## src/rtl/dbg_pkg.sv

```systemverilog
// dbg_pkg: opcodes, default ack byte and FSM state encoding for bus_dbg_master
package dbg_pkg;
  localparam logic [7:0] OPC_WRITE   = 8'h57;
  localparam logic [7:0] OPC_READ    = 8'h52;
  localparam logic [7:0] ACK_DEFAULT = 8'h06;
  typedef enum logic [3:0] {
    S_IDLE, S_AH, S_AL, S_LEN, S_WGET, S_WSTB, S_RADR, S_RCAP, S_TXW, S_ACK
  } state_t;
endpackage

```

## src/rtl/bus_dbg_master.sv

```systemverilog
// bus_dbg_master: rx command bytes (op, addr_hi, addr_lo, len, data) drive bus_req/AB/DO/WE_n/DI accesses; read data and write acks return on tx
module bus_dbg_master
  import dbg_pkg::*;
#(
  parameter int ADDR_W = 16,
  parameter logic [7:0] ACK_BYTE = ACK_DEFAULT
) (
  input  logic              clk,
  input  logic              reset,
  input  logic [7:0]        rx_data,
  input  logic              rx_valid,
  output logic              rx_ready,
  output logic [7:0]        tx_data,
  output logic              tx_valid,
  input  logic              tx_ready,
  output logic              bus_req,
  input  logic              bus_gnt,
  output logic [ADDR_W-1:0] AB,
  output logic [7:0]        DO,
  output logic              WE_n,
  input  logic [7:0]        DI,
  output logic              busy,
  output logic              err
);
  state_t state, nxt;
  logic wr;
  logic [ADDR_W-1:0] addr, ab_q;
  logic [7:0] cnt;
  logic rx_fire, access, last;
  always_comb begin
    rx_ready = !reset && (state inside {S_IDLE, S_AH, S_AL, S_LEN, S_WGET});
    rx_fire  = rx_valid && rx_ready;
    access   = bus_gnt && (state == S_WSTB || state == S_RADR);
    AB       = access ? addr : ab_q;
    WE_n     = !(bus_gnt && state == S_WSTB);
    busy     = state != S_IDLE;
    last     = cnt == 8'd0;
  end
  always_comb begin
    nxt = state;
    case (state)
      S_IDLE: nxt = rx_fire && (rx_data == OPC_WRITE || rx_data == OPC_READ) ? S_AH : S_IDLE;
      S_AH:   nxt = rx_fire ? S_AL : S_AH;
      S_AL:   nxt = rx_fire ? S_LEN : S_AL;
      S_LEN:  nxt = rx_fire ? (wr ? S_WGET : S_RADR) : S_LEN;
      S_WGET: nxt = rx_fire ? S_WSTB : S_WGET;
      S_WSTB: nxt = bus_gnt ? (last ? S_ACK : S_WGET) : S_WSTB;
      S_RADR: nxt = bus_gnt ? S_RCAP : S_RADR;
      S_RCAP: nxt = S_TXW;
      S_TXW:  nxt = tx_ready ? (last ? S_IDLE : S_RADR) : S_TXW;
      S_ACK:  nxt = tx_ready ? S_IDLE : S_ACK;
      default: nxt = S_IDLE;
    endcase
  end
  always_ff @(posedge clk)
    if (reset) state <= S_IDLE;
    else state <= nxt;
  always_ff @(posedge clk) begin
    if (reset) begin
      wr       <= 1'b0;
      addr     <= '0;
      ab_q     <= '0;
      cnt      <= 8'd0;
      DO       <= 8'd0;
      bus_req  <= 1'b0;
      tx_data  <= 8'd0;
      tx_valid <= 1'b0;
      err      <= 1'b0;
    end else begin
      err <= state == S_IDLE && rx_fire && rx_data != OPC_WRITE && rx_data != OPC_READ;
      case (state)
        S_IDLE: if (rx_fire) wr <= rx_data == OPC_WRITE;
        S_AH:   if (rx_fire) addr <= ADDR_W'({rx_data, 8'h00});
        S_AL:   if (rx_fire) addr <= addr | ADDR_W'(rx_data);
        S_LEN: if (rx_fire) begin
          cnt     <= rx_data;
          bus_req <= 1'b1;
        end
        S_WGET: if (rx_fire) DO <= rx_data;
        S_WSTB: if (bus_gnt) begin
          ab_q <= addr;
          addr <= addr + ADDR_W'(1);
          cnt  <= cnt - 8'd1;
          if (last) begin
            bus_req  <= 1'b0;
            tx_data  <= ACK_BYTE;
            tx_valid <= 1'b1;
          end
        end
        S_RADR: if (bus_gnt) ab_q <= addr;
        S_RCAP: begin
          tx_data  <= DI;
          tx_valid <= 1'b1;
          if (last) bus_req <= 1'b0;
        end
        S_TXW: if (tx_ready) begin
          tx_valid <= 1'b0;
          addr     <= addr + ADDR_W'(1);
          cnt      <= cnt - 8'd1;
        end
        S_ACK: if (tx_ready) tx_valid <= 1'b0;
        default: ;
      endcase
    end
  end
endmodule

```

## config.mk

```make
export PLATFORM = sky130hd
export DESIGN_NAME = bus_dbg_master
export DESIGN_NICKNAME = d
export VERILOG_FILES = /design/src/rtl/dbg_pkg.sv /design/src/rtl/bus_dbg_master.sv
export SDC_FILE = /design/constraint.sdc
export NUM_CORES = 1
export LEC_CHECK = 0
export BUFFER_PORTS_ARGS = -buffer_cell sky130_fd_sc_hd__buf_2
export CORE_MARGIN = 2
export CORE_UTILIZATION = 58
export CTS_BUF_LIST = sky130_fd_sc_hd__clkbuf_4
export CTS_CLUSTER_SIZE = 24
export DETAILED_ROUTE_END_ITERATION = 8
export GPL_TIMING_DRIVEN = 0
export PLACE_DENSITY = 0.84
export SYNTH_ARGS = -nofsm -noshare
export SYNTH_HDL_FRONTEND = slang
export SYNTH_SLANG_ARGS = --single-unit
```

## constraint.sdc

```tcl
create_clock -name clk -period 2.4 [get_ports clk]
set_input_delay 0.24 -clock clk [delete_from_list [all_inputs] [get_ports clk]]
set_output_delay 0.24 -clock clk [all_outputs]
set_load 0.005 [all_outputs]
```

==> qor.csv <==
stage,metric,value,unit
status,outcome,"complete, no violations",
sta,min cycle time layout,2295,ps
sta,hold slack,58.14,ps
clock_network,H-tree Lvls,3,
sta,"Slew Viols, Final",0,
sta,final setup violation count,0,
final_layout,fin cells,546,
sta,f_max,435.8,MHz
place,placed insts,526,
global_route,global route overflow,0,
floorplan,Die Y,80.94,um
synthesis,"Seq/Total Area, Yosys",37.32,%
clock_network,clock latency on the worst-skew pair,410,ps
global_route,largest net degree at the start of global routing,13,
final_layout,Final nets,490,
pwr,Pleak,0.001722,uW
sta,period utilisation layout,95.61,%
sta,clk_skew,16.17,ps
routing,DRT Pass-1 Iters,8,
worst_setup_path,Worst EP arrival,2050,ps
routing,DR top layer,met4,
routing,routed vias,3336,
place,routability cong.,0.9512,
sta,worst slew pin tran,601.5,ps
synthesis,asr flop ratio synth,0,%
worst_setup_path,Setup CP Type,register to output port,
floorplan,# rows,28,
synthesis,Cells after Synth,393,
clock_network,CTS buffer count,9,
clock_network,maximum root-to-sink buffer count,2,
routing,final wirelength,9159,um
synthesis,number of flops mapped to enable cells by yosys,0,
synthesis,Avg Inst Size Synth,8.736,um^2
synthesis,Yosys top cell by area,dfxtp_1,
synthesis,share of the synthesized area in the top cell type,37.32,%
worst_setup_path,Startpoint Class,register,
worst_setup_path,CP Capture Type,output port,
global_route,initial antenna violation count,0,
worst_setup_path,Max Fanout on Critical Path,16,
clock_network,root buffer cell,clkbuf_4,
floorplan,top-level I/O count,59,
global_route,All-Layer GR Usage,28.66,%
sta,max_slew headroom,59.80,%
synthesis,YS warnings,0,
synthesis,prevailing post-synth register cell,dfxtp_1,
floorplan,Die Width,80.94,um
routing,# DRC,0,
sta,setup tns final,0,ps
flow_run,Max Cap Viol,0,
clock_network,CTS hold repair buffers,0,
routing,metal3 WL,652,um
worst_setup_path,Worst EP required,2160,ps
routing,Detailed Route Iter0 Violations,371,
final_layout,antenna diode count,0,
routing,DRT met1 WL,3959,um
floorplan,Die ar.,6551,um^2
routing,Vias/cell,6.110,
global_route,first-pass GRT wire length,14490,um
routing,Final ANT Viol Nets,0,
floorplan,initial core utilization,59.04,%
routing,met2 wire len,4373,um
synthesis,largest cells by area after synthesis,"dfxtp_1 (37%), a21oi_1 (4.8%), nor2_1 (4.2%)",
clock_network,Clock Sinks,64,
synthesis,Mapped Area,3433,um^2
place,post-DP HPWL,6380,um
sta,Final Hold Viols,0,
pwr,Peak VDD IR,381.6,uV
final_layout,layout cells sized above 1,25.05,%
floorplan,core footprint,5816,um^2
global_route,vias in the first global route,2942,
synthesis,"Net Count, Synth",417,
pwr,power density over cell area,492.8,nW/um^2
synthesis,#FFs+latches synth,64,
clock_network,clock-pin slew on the worst setup and hold paths,110,ps
routing,wire length per cell,16.77,um
place,Buffers on Ports,58,
sta,RSZ-0062 raised after global routing,false,
clock_network,CTS tree,yes,
min_path,worst hold path class,input pin to register,
final_layout,area grow syn2layout,17.75,%
synthesis,count of cell types in the netlist,66,
==> through the flow <==
step | utilization (%) | instance area [um^2] | setup slack (ps) | power (uW)
2_1_floorplan | - | 3433 | 640.6 | 1126
3_3_place_gp | 65.64 | 3817 | 329.1 | 1171
3_5_place_dp | 65.64 | 3817 | 333.5 | 1173
4_1_cts | 68.83 | 4003 | 0.8227 | 1986
5_1_grt | 69.51 | 4043 | 21.30 | 2037
6_report | 69.51 | 4043 | 105.5 | 1992
==> timing repair <==
item	4_1_cts	5_1_grt
pin swaps	0	0
resized for setup	3	4
buffers inserted	0	5
endpoints found under the setup margin	10	10
==> state kept, by name, indices dropped and copies added, names as in the netlist, 4 cells and up <==
signal	count
addr	16
ab_q	16
cnt	8
state	4
tx_data	8
DO	8
==> per-layer routing <==
layer	track usage (%)	vias to the layer above
met3	5.222	20
li1	-	1570
met4	9.831	0
met5	0	-
met1	38.97	1593
met2	45.87	153
==> cells by family (layout without fill, tap and decap cells) <==
kind of cell,count (synthesis),count (layout),share of synthesized area (%)
simple gates,155,155,25.33
compound gates,112,112,22.20
flops,64,64,37.32
buf+inv,30,108,5.211
mux,24,24,7.580
xor+xnor,5,5,1.275
fa+ha+maj,3,3,1.093
==> synthesized netlist by cell type, types with 2 or more instances <==
cell	number
and4_1	2
nand3_1	12
nand2_1	26
a21o_1	14
mux2_2	6
mux2i_1	8
nor3_1	10
o21ai_1	14
nand4b_1	5
and3_1	5
a32oi_2	2
a22o_1	7
a22oi_1	5
a31oi_1	3
o31ai_1	5
o21ai_0	8
ha_1	3
buf_4	3
or2_2	2
a21oi_1	33
dfxtp_1	64
clkbuf_1	7
buf_6	6
nand4_1	4
inv_1	6
or3_1	2
nor2b_1	10
nand2b_1	7
a32o_1	2
buf_2	8
and2_1	15
xor2_1	4
mux2_1	10
nor2_1	38
nand3b_1	5
nand4bb_1	2
==> path summary, 6_finish.rpt <==
kind / slack (ps) / endpoint / start / cells after the start
setup / recovery: 110 / AB[13] / state[0] / 6
hold / removal: 60 / tx_data[6] / DI[6] / 2
setup reg to reg: 340 / addr[3] / state[0] / 7
hold reg to reg: 480 / tx_data[0] / tx_data[0] / 1
==> power breakdown <==
| part | switching [uW] | leakage [uW] | internal, uW |
|---|---|---|---|
| sequential | 0.731 | 0.000516 | 1060 |
| clock | 419 | 0.0000762 | 422 |
| combinational | 59.9 | 0.00113 | 27.8 |
| total | 480 | 0.00172 | 1510 |
==> cells in the final DEF, fill, tap and decap left out, drive strengths merged, types with 3 or more instances in the layout <==
master / count
clkbuf: 16
clkinvlp: 3
a31oi: 3
nand3: 12
and3: 5
o21ai: 23
o31ai: 5
mux2: 16
a22oi: 6
a22o: 7
nand4: 4
dfxtp: 64
ha: 3
a21oi: 33
nand2b: 7
a32oi: 3
a21o: 14
nand3b: 5
nor2b: 10
xor2: 4
nand2: 26
mux2i: 8
and2: 15
nand4b: 5
nor2: 40
buf: 79
nor3: 10
or2: 3
inv: 7
==> area by class of cell <==
type / instances / area (um^2)
timing repair buffer: 63 / 327.8
inverter: 6 / 22.52
multi-input combinational: 299 / 2004
clock buffer: 9 / 67.56
fill: 468 / 1773
sequential: 64 / 1282
clock inverter: 7 / 95.09
buffer: 23 / 148.9
tap: 75 / 93.84
==> critical path, cell delays in order (launching register included) <==
cell	delay, ps
dfxtp_1	340
buf_6	140
xor2_4	200
and3_4	210
buf_4	230
mux2_1	380
buf_2	140
Power figures use the tool's default switching activity.
